File: src/rtl/lookup_dispatcher.sv
`default_nettype none
// ============================================================================
// Module   : lookup_dispatcher
// Purpose  : Queues packet headers and runs them one at a time through an
//            external lookup engine, with a per-lookup timeout.
// Revision : 1.0 - initial release
// ============================================================================
module lookup_dispatcher #(
   parameter int FIFO_DEPTH     = 4,
   parameter int TIMEOUT_CYCLES = 64,
   parameter int DATA_WIDTH     = 32
) (
   input  logic                  clk,
   input  logic                  rst_n,
   input  logic                  in_valid,
   output logic                  in_ready,
   input  logic [95:0]           in_dims,
   input  logic [7:0]            in_tag,
   output logic                  lk_start,
   output logic [15:0]           lk_dims_0,
   output logic [15:0]           lk_dims_1,
   output logic [15:0]           lk_dims_2,
   output logic [15:0]           lk_dims_3,
   output logic [15:0]           lk_dims_4,
   output logic [15:0]           lk_dims_5,
   input  logic                  lk_done,
   input  logic [DATA_WIDTH-1:0] lk_result,
   output logic                  out_valid,
   input  logic                  out_ready,
   output logic [DATA_WIDTH-1:0] out_result,
   output logic [7:0]            out_tag,
   output logic                  out_timeout,
   output logic                  busy,
   output logic [4:0]            fifo_count,
   output logic [15:0]           timeout_cnt
);
   localparam int                  c_PTR_W     = (FIFO_DEPTH > 1) ? $clog2(FIFO_DEPTH) : 1;
   localparam int                  c_ENTRY_W   = 104;
   localparam int                  c_WAIT_W    = $clog2(TIMEOUT_CYCLES) + 1;
   localparam logic [4:0]          c_DEPTH     = 5'(FIFO_DEPTH);
   localparam logic [c_WAIT_W-1:0] c_WAIT_LAST = c_WAIT_W'(TIMEOUT_CYCLES - 1);

   localparam logic [1:0] c_IDLE  = 2'd0;
   localparam logic [1:0] c_ISSUE = 2'd1;
   localparam logic [1:0] c_WAIT  = 2'd2;
   localparam logic [1:0] c_OUT   = 2'd3;

   logic [1:0]            r_state;
   logic [1:0]            w_next_state;
   logic [c_ENTRY_W-1:0]  r_mem [FIFO_DEPTH];
   logic [c_PTR_W-1:0]    r_wr_ptr;
   logic [c_PTR_W-1:0]    r_rd_ptr;
   logic [4:0]            r_count;
   logic [95:0]           r_hold_dims;
   logic [7:0]            r_hold_tag;
   logic [c_WAIT_W-1:0]   r_wait_cnt;
   logic [DATA_WIDTH-1:0] r_out_result;
   logic [7:0]            r_out_tag;
   logic                  r_out_timeout;
   logic [15:0]           r_timeout_cnt;
   logic                  w_push;
   logic                  w_pop;
   logic                  w_done_hit;
   logic                  w_timeout_hit;

   // in_ready comes only from the registered count, so a full queue never accepts
   assign in_ready      = (r_count < c_DEPTH);
   assign w_push        = in_valid && in_ready;
   assign w_pop         = (r_state == c_IDLE) && (r_count != 5'd0) && !lk_done;
   assign w_done_hit    = (r_state == c_WAIT) && lk_done;
   assign w_timeout_hit = (r_state == c_WAIT) && !lk_done && (r_wait_cnt == c_WAIT_LAST);

   always_ff @(posedge clk or negedge rst_n) begin
      if (!rst_n) r_state <= c_IDLE;
      else        r_state <= w_next_state;
   end

   always_comb begin
      w_next_state = r_state;
      case (r_state)
         c_IDLE:  if (w_pop) w_next_state = c_ISSUE;
         c_ISSUE: w_next_state = c_WAIT;
         c_WAIT:  if (w_done_hit || w_timeout_hit) w_next_state = c_OUT;
         c_OUT:   if (out_ready) w_next_state = c_IDLE;
         default: w_next_state = c_IDLE;
      endcase
   end

   always_comb begin
      lk_start  = (r_state == c_ISSUE);
      out_valid = (r_state == c_OUT);
      busy      = (r_state != c_IDLE) || (r_count != 5'd0);
   end

   // Storage array needs no reset: occupancy is tracked by the pointers/count
   always_ff @(posedge clk) begin
      if (w_push) r_mem[r_wr_ptr] <= {in_tag, in_dims};
   end

   always_ff @(posedge clk or negedge rst_n) begin
      if (!rst_n) begin
         r_wr_ptr <= '0;
         r_rd_ptr <= '0;
         r_count  <= 5'd0;
      end else begin
         if (w_push) r_wr_ptr <= r_wr_ptr + c_PTR_W'(1);
         if (w_pop)  r_rd_ptr <= r_rd_ptr + c_PTR_W'(1);
         case ({w_push, w_pop})
            2'b10:   r_count <= r_count + 5'd1;
            2'b01:   r_count <= r_count - 5'd1;
            default: r_count <= r_count;
         endcase
      end
   end

   always_ff @(posedge clk or negedge rst_n) begin
      if (!rst_n) begin
         r_hold_dims   <= '0;
         r_hold_tag    <= '0;
         r_wait_cnt    <= '0;
         r_out_result  <= '0;
         r_out_tag     <= '0;
         r_out_timeout <= 1'b0;
         r_timeout_cnt <= '0;
      end else begin
         if (w_pop) {r_hold_tag, r_hold_dims} <= r_mem[r_rd_ptr];
         if (r_state == c_ISSUE)     r_wait_cnt <= '0;
         else if (r_state == c_WAIT) r_wait_cnt <= r_wait_cnt + c_WAIT_W'(1);
         if (w_done_hit) begin
            r_out_result  <= lk_result;
            r_out_tag     <= r_hold_tag;
            r_out_timeout <= 1'b0;
         end else if (w_timeout_hit) begin
            r_out_result  <= '1;
            r_out_tag     <= r_hold_tag;
            r_out_timeout <= 1'b1;
            if (r_timeout_cnt != 16'hFFFF) r_timeout_cnt <= r_timeout_cnt + 16'd1;
         end
      end
   end

   assign lk_dims_0   = r_hold_dims[15:0];
   assign lk_dims_1   = r_hold_dims[31:16];
   assign lk_dims_2   = r_hold_dims[47:32];
   assign lk_dims_3   = r_hold_dims[63:48];
   assign lk_dims_4   = r_hold_dims[79:64];
   assign lk_dims_5   = r_hold_dims[95:80];
   assign out_result  = r_out_result;
   assign out_tag     = r_out_tag;
   assign out_timeout = r_out_timeout;
   assign fifo_count  = r_count;
   assign timeout_cnt = r_timeout_cnt;

endmodule
`default_nettype wire
File: config.mk
export PLATFORM = sky130hd
export DESIGN_NAME = lookup_dispatcher
export DESIGN_NICKNAME = d
export VERILOG_FILES = /design/src/rtl/lookup_dispatcher.sv
export SDC_FILE = /design/constraint.sdc
export NUM_CORES = 1
export LEC_CHECK = 0
export BUFFER_PORTS_ARGS = -buffer_cell sky130_fd_sc_hd__buf_2
export CAP_MARGIN = 5
export CORE_MARGIN = 2
export CORE_UTILIZATION = 52
export CTS_CLUSTER_SIZE = 12
export DETAILED_ROUTE_END_ITERATION = 7
export GPL_ROUTABILITY_DRIVEN = 0
export PLACE_DENSITY = 0.76
export SETUP_SLACK_MARGIN = 0.1
export SLEW_MARGIN = 20
export SYNTH_ARGS = -nofsm -noshare
export SYNTH_HDL_FRONTEND = slang
export SYNTH_SLANG_ARGS = --single-unit
File: constraint.sdc
create_clock -name clk -period 3.7 [get_ports clk]
set_input_delay 0 -clock clk [delete_from_list [all_inputs] [get_ports clk]]
set_output_delay 0 -clock clk [all_outputs]
set_load 0.05 [all_outputs]
==> results.sh, run 1 <==
export IMPL_power_w=0.02346
export IMPL_cp_arrival_ps=3300
export IMPL_grt_overflow_total=0
export IMPL_postLayoutCellArea_sq_um=27770
export IMPL_synth_largest_area_cell="edfxtp_1"
export IMPL_clockBufferDepth=3
export IMPL_drt_pass1_iterations=5
export IMPL_synth_cell_area_sq_um=22130
export IMPL_cts_max_level=2
export IMPL_setup_tns_ps=0
export IMPL_cts_root_buf="clkbuf_16"
export IMPL_fin_skew_ps=18.69
export IMPL_initial_core_util_pct=52.75
export IMPL_dpl_cell_area_sq_um=24440
export IMPL_grt_pass1_wl_mm=70.15
export IMPL_port_buffers=302
export IMPL_drt_total_wl_mm=45.32
export IMPL_grt_max_degree=107
export IMPL_async_flop_share_pct=30.08
export IMPL_routed_via_density=5.444
export IMPL_synth_avg_cell_area_sq_um=21.42
export IMPL_rsz0062_at_grt="false"
export IMPL_synth_edf_count=416
export IMPL_layout_drive_gt1_share_pct=41.42
export IMPL_wl_per_cell_um=21.54
export IMPL_maxSlewViolCount=0
export IMPL_start_kind="register"
export IMPL_utilization_pct=66.20
export IMPL_clkTransAtPathRegs_ps=60
export IMPL_ys_seq_area_share_pct=76.69
export IMPL_synth_seq_cells=595
export IMPL_rows=75
export IMPL_dp_hpwl_mm=25.59
export IMPL_die_area_sq_um=44220
export IMPL_multi_input_area_sq_um=4930
export IMPL_ant_nets=0
export IMPL_fill_cells=2733
export IMPL_cts_tree="built"
export IMPL_cts_repair_resize_count=0
export IMPL_insertion_delay_ps=630
export IMPL_synth_most_common_cell="edfxtp_1"
export IMPL_dr_first_iter_drc_count=763
export IMPL_status="finished clean"
export IMPL_powerDensity_nw_per_um2=844.9
export IMPL_slew_headroom_pct=38.25
export IMPL_seq_area_sq_um=16980
export IMPL_critPathCaptureType="register"
export IMPL_yosysWarnings=0
export IMPL_vias=11450
export IMPL_fp_dieH_um=210.3
export IMPL_finalCriticalPeriod_ps=2808
export IMPL_critPathKind="reg -> reg"
export IMPL_synth_main_ff_cell="edfxtp_1"
export IMPL_hold_violations=0
export IMPL_nNetsFinal=1671
export IMPL_static_leakage_power_nw=10.38
export IMPL_syn_inst=1033
export IMPL_setup_violations=0
export IMPL_antenna_found_initial=3
export IMPL_synth_cell_types=44
export IMPL_critPathRequiredTime_ps=4190
export IMPL_coreArea_sq_um=41950
export IMPL_die_x_um=210.3
export IMPL_cp_max_fo=8
export IMPL_numCtsBuffers=61
export IMPL_clock_sinks=595
export IMPL_cts_setup_buffers=0
export IMPL_timing_final_crit_share_pct=75.90
export IMPL_grtUsageTotal_pct=20.85
export IMPL_io_pins=303
export IMPL_yosys_top_cells_count="edfxtp_1, dfrtp_1, mux2_2"
export IMPL_synthTopCellsByArea="edfxtp_1, dfrtp_1, mux4_2"
export IMPL_synth_top_area_share_pct=56.45
export IMPL_grt_pass1_vias=12540
export IMPL_ir_drop_uv=532.8
export IMPL_maxClockFrequency_ghz=0.3561
export IMPL_tightest_slew_ps=926.3
export IMPL_hold_path_class="in -> async"
export IMPL_syn2layout_area_growth_pct=25.49
export IMPL_hold_buffers=140
export IMPL_syn_num_nets=1190
export IMPL_max_cap_violations=0
export IMPL_drc_errors=0
## placed cells by master (no fill, tap or decap), types with 4 or more instances in the layout
| cell | count |
|---|---|
| xor2_1 | 7 |
| ha_1 | 15 |
| clkinv_1 | 5 |
| nand3_1 | 11 |
| a21oi_1 | 9 |
| mux4_2 | 104 |
| clkbuf_16 | 62 |
| nor2_1 | 7 |
| clkbuf_1 | 23 |
| buf_12 | 9 |
| nand2_1 | 11 |
| dfrtp_1 | 177 |
| edfxtp_1 | 416 |
| dlygate4sd3_1 | 140 |
| o21ai_0 | 5 |
| buf_2 | 301 |
| and3_4 | 4 |
| inv_1 | 15 |
| and3_1 | 5 |
| o22a_1 | 32 |
| mux2_2 | 118 |
| buf_4 | 13 |
| xnor2_1 | 14 |
| nand4_1 | 4 |
| clkinv_2 | 7 |
| clkbuf_8 | 10 |
## power by group
group	total, W	leakage (nW)	switching, W	internal (W)
Sequential	0.00948	5.89	0.000867	0.00862
Combinational	0.00813	3.55	0.00517	0.00296
Clock	0.00585	0.940	0.00245	0.00340
## kinds of logic after synthesis
kind of cell | Yosys count | share of synthesized area, %
flops | 595 | 76.69
mux | 223 | 16.63
buf+inv | 62 | 1.210
compound gates | 59 | 2.166
simple gates | 57 | 1.527
xor+xnor | 21 | 0.8312
fa+ha+maj | 16 | 0.9386
## worst paths after layout
path | from | to | slack, ps | depth (start not counted)
min in group clk | in_dims[89] | r_mem[0][89] | 120 | 2
worst max-delay path | fifo_count[4] | fifo_count[4] | 890 | 9
worst min-delay path | rst_n | r_hold_dims[39] | 40 | 2
worst max register to register | fifo_count[4] | fifo_count[4] | 890 | 9
worst min register to register | out_result[16] | out_result[16] | 480 | 1
max in group asynchronous | rst_n | out_tag[3] | 2580 | 3
## registers in the layout, indices dropped and copies added (netlist names)
| register | count |
|---|---|
| out_result | 32 |
| r_mem | 416 |
| r_rd_ptr | 2 |
| out_tag | 8 |
| r_hold_tag | 8 |
| fifo_count | 5 |
| r_hold_dims | 96 |
| r_state | 2 |
| out_timeout | 1 |
| timeout_cnt | 16 |
| r_wait_cnt | 7 |
| r_wr_ptr | 2 |
## layer usage
layer | vias to the layer above | part of all wire [%] | GRT usage, %
li1 | 5109 | - | -
met1 | 5922 | 41 | 26.52
met2 | 350 | 50 | 35.43
met3 | 73 | 6.8 | 5.408
met4 | 0 | 2.1 | 6.628
met5 | - | 0 | 0
## through the flow
step / instances / setup WS (ps) / hold WS, ps
floorplan: 1033 / 121.2 / -295.6
global placement: 1850 / 969.4 / 179.1
detailed placement: 1850 / 933.0 / 182.2
finish: 2104 / 891.9 / 44.56
CTS: 2101 / 915.7 / 77.14
global route: 2103 / 686.8 / 99.08
## cell type report
cell class                 count  area share [%]
sequential                   595           61.14
clock inverter                17          0.5722
timing repair buffer         464           11.52
multi-input combinational    376           17.75
tap                          539           2.428
clock buffer                  94           6.344
inverter                      16          0.2163
antenna                        3         0.02703
## worst max-delay path, cell delays in order, from the launching register on
cell and delay [ps]:
dfrtp_1 430, nor3_4 410, nand2_1 190, ha_1 300
ha_1 330, nor2b_1 140, o21ai_0 200, a21oi_1 90
or3b_2 450, xnor2_1 140
Power figures use the tool's default switching activity.
==> run 2, diff against run 1 <==
--- a/config.mk
+++ b/config.mk
@@ -8,11 +8,11 @@
 export BUFFER_PORTS_ARGS = -buffer_cell sky130_fd_sc_hd__buf_2
 export CAP_MARGIN = 5
 export CORE_MARGIN = 2
-export CORE_UTILIZATION = 52
+export CORE_UTILIZATION = 57
 export CTS_CLUSTER_SIZE = 12
 export DETAILED_ROUTE_END_ITERATION = 7
 export GPL_ROUTABILITY_DRIVEN = 0
-export PLACE_DENSITY = 0.76
+export PLACE_DENSITY = 0.79
 export SETUP_SLACK_MARGIN = 0.1
 export SLEW_MARGIN = 20
 export SYNTH_ARGS = -nofsm -noshare
==> constraint.sdc (replaced) <==
create_clock -name clk -period 2.8 [get_ports clk]
set_input_delay 0 -clock clk [delete_from_list [all_inputs] [get_ports clk]]
set_output_delay 0 -clock clk [all_outputs]
set_load 0.05 [all_outputs]
==> run 2 against run 1 <==
Against the previous run: clock-buffer cell count is 5 higher; core utilization is 6.2 points higher; clock skew is 8.8 ps lower; cell area is 0.23% higher; register-to-register slack worse by 680 ps; final cell count is 0.81% lower; sequential share of layout area is 0.13 points lower; critical endpoint unchanged.
==> results.sh, run 2 (synthesis gave the netlist of run 1 again) <==
export IMPL_wl_per_cell_um=22.58
export IMPL_ir_drop_uv=656.5
export IMPL_final_cell_mix="edfxtp_1, buf_2, dfrtp_1, dlygate4sd3_1, mux2_2"
export IMPL_critPathRequiredTime_ps=3280
export IMPL_drc_errors=0
export IMPL_r2r_end="fifo_count[4]"
export IMPL_fp_dieH_um=201.0
export IMPL_dp_cells=1836
export IMPL_powerDensity_nw_per_um2=1109
export IMPL_grt_pass1_vias=12830
export IMPL_fin_skew_ps=9.864
export IMPL_critPathCaptureType="register"
export IMPL_cts_tree="built"
export IMPL_initial_core_util_pct=57.53
export IMPL_final_common_cell="edfxtp_1"
export IMPL_hold_path_class="in -> async"
export IMPL_clock_sinks=595
export IMPL_holdWs_ps=38.55
export IMPL_grt_max_degree=107
export IMPL_grt_pass1_wl_mm=73.26
export IMPL_largest_register_ff_count=416
export IMPL_ant_nets=0
export IMPL_numCtsBuffers=59
export IMPL_dp_hpwl_mm=25.50
export IMPL_final_cells=2087
export IMPL_cp_num_buf_inv=2
export IMPL_slew_headroom_pct=24.89
export IMPL_antenna_found_initial=2
export IMPL_power_w=0.03088
export IMPL_dpl_cell_area_sq_um=24640
export IMPL_crit_chain="inv_2 > ha_2 > nand2b_1 > a21oi_4 > ha_4 > inv_2 > fa_2 > nor2b_1 > o21ai_1 > nand3_1 > or3b_4 > xnor2_1"
export IMPL_io_pins=303
export IMPL_hold_violations=0
export IMPL_sw_frac_of_total_pct=36.42
export IMPL_status="finished clean"
export IMPL_syn2layout_area_growth_pct=25.79
export IMPL_clockBufferDepth=3
export IMPL_rsz0062_at_grt="false"
export IMPL_drt_pass1_iterations=5
export IMPL_pwr_share_clk_pct=23.7
export IMPL_cp_slowest_cell="dfrtp_1"
export IMPL_die_x_um=201.0
export IMPL_pwr_share_seq_pct=39.8
export IMPL_cts_max_level=2
export IMPL_max_cap_violations=0
export IMPL_static_leakage_power_nw=10.37
export IMPL_tightest_slew_ps=1124
export IMPL_rr_startpoint="r_state[0]"
export IMPL_cp_max_fo=4
export IMPL_insertion_delay_ps=600
export IMPL_postLayoutCellArea_sq_um=27840
export IMPL_path_common_cell="inv_2"
export IMPL_finalCriticalPeriod_ps=2587
export IMPL_rrSetupSlack_ps=210
export IMPL_coreArea_sq_um=38470
export IMPL_vias=11670
export IMPL_setup_violations=0
export IMPL_clkTransAtPathRegs_ps=60
export IMPL_internal_power_w=0.01964
export IMPL_critPathKind="reg -> reg"
export IMPL_critPathMaxStageDelay_ps=410
export IMPL_crit_family="adder cells"
export IMPL_die_area_sq_um=40420
export IMPL_routed_via_density=5.589
export IMPL_start_kind="register"
export IMPL_largest_register="r_mem"
export IMPL_power_frac_comb_pct=36.5
export IMPL_nNetsFinal=1677
export IMPL_rows=72
export IMPL_maxSlewViolCount=0
export IMPL_grt_overflow_total=0
export IMPL_port_buffers=302
export IMPL_maxClockFrequency_ghz=0.3866
export IMPL_dr_first_iter_drc_count=804
export IMPL_cts_root_buf="clkbuf_16"
export IMPL_rr_worst_depth=12
export IMPL_switchingPower_w=0.01125
export IMPL_cp_arrival_ps=3070
export IMPL_drt_total_wl_mm=47.12
export IMPL_timing_final_crit_share_pct=92.38
export IMPL_grtUsageTotal_pct=23.83
export IMPL_layout_drive_gt1_share_pct=41.86
-- run 2: changes by cell type in the layout (fill, tap and decap cells not counted), moves of 3 or more --
cell      delta
inv_2        +3
buf_12      +10
dfrtp_1      -3
inv_1        -3
clkbuf_1     +8
ha_1         -4
ha_4         +3
dfrtp_2      +3
-- run 2: what timing repair did --
action | in CTS | in global routing
resized for setup | 0 | 3
buffers inserted | 0 | 1
hold buffers | 140 | 0
endpoints found under the hold margin | 541 | 0
endpoints found under the setup margin | 0 | 1
-- run 2: layer usage --
metal	GRT usage, %	part of all wire [%]	vias up
met2	41.56	52	366
met3	5.227	5.9	68
met4	6.799	1.9	0
li1	-	-	5145
met1	30.42	40	6086
met5	0	0	-
-- run 2: power groups by stage --
stage	Combinational, W	Clock [W]	Sequential, W
detailed placement	0.0111	0	0.0124
floorplan	0.00467	0	0.0159
CTS	0.0113	0.00742	0.0122
finish	0.0113	0.00731	0.0123
global route	0.0119	0.00779	0.0125
global placement	0.0109	0	0.0123
-- run 2: final cells by class --
class,count,area (sq um)
well taps,518,648.1
inverters,16,60.06
clock buffers,99,1739
multi-input cells,376,4976
flip-flops and latches,595,16980
repair buffers,472,3385
diodes,2,5.005
fillers,2199,10630
clock inverters,9,40.04
-- run 2: how the worst max path moves through the flow --
stage,from,end,slack (ps),cells past startpoint
after CTS,r_state[0],fifo_count[4],170,12
after detailed placement,r_state[0],fifo_count[4],190,12
after global placement,r_state[0],fifo_count[4],320,12
final,r_state[0],fifo_count[4],210,12
after floorplan,fifo_count[2],r_mem[0][0],-280,2
after global routing,fifo_count[2],fifo_count[4],100,9
-- run 2: per-stage QoR --
step / setup slack [ps] / util [%] / TNS [ps]
after CTS: 173.4 / 72.32 / 0
after detailed placement: 193.7 / 64.05 / 0
final: 213.4 / 72.36 / 0
after global routing: 100.6 / 72.36 / 0
after global placement: 322.9 / 64.05 / 0
after floorplan: -284.6 / - / -118620
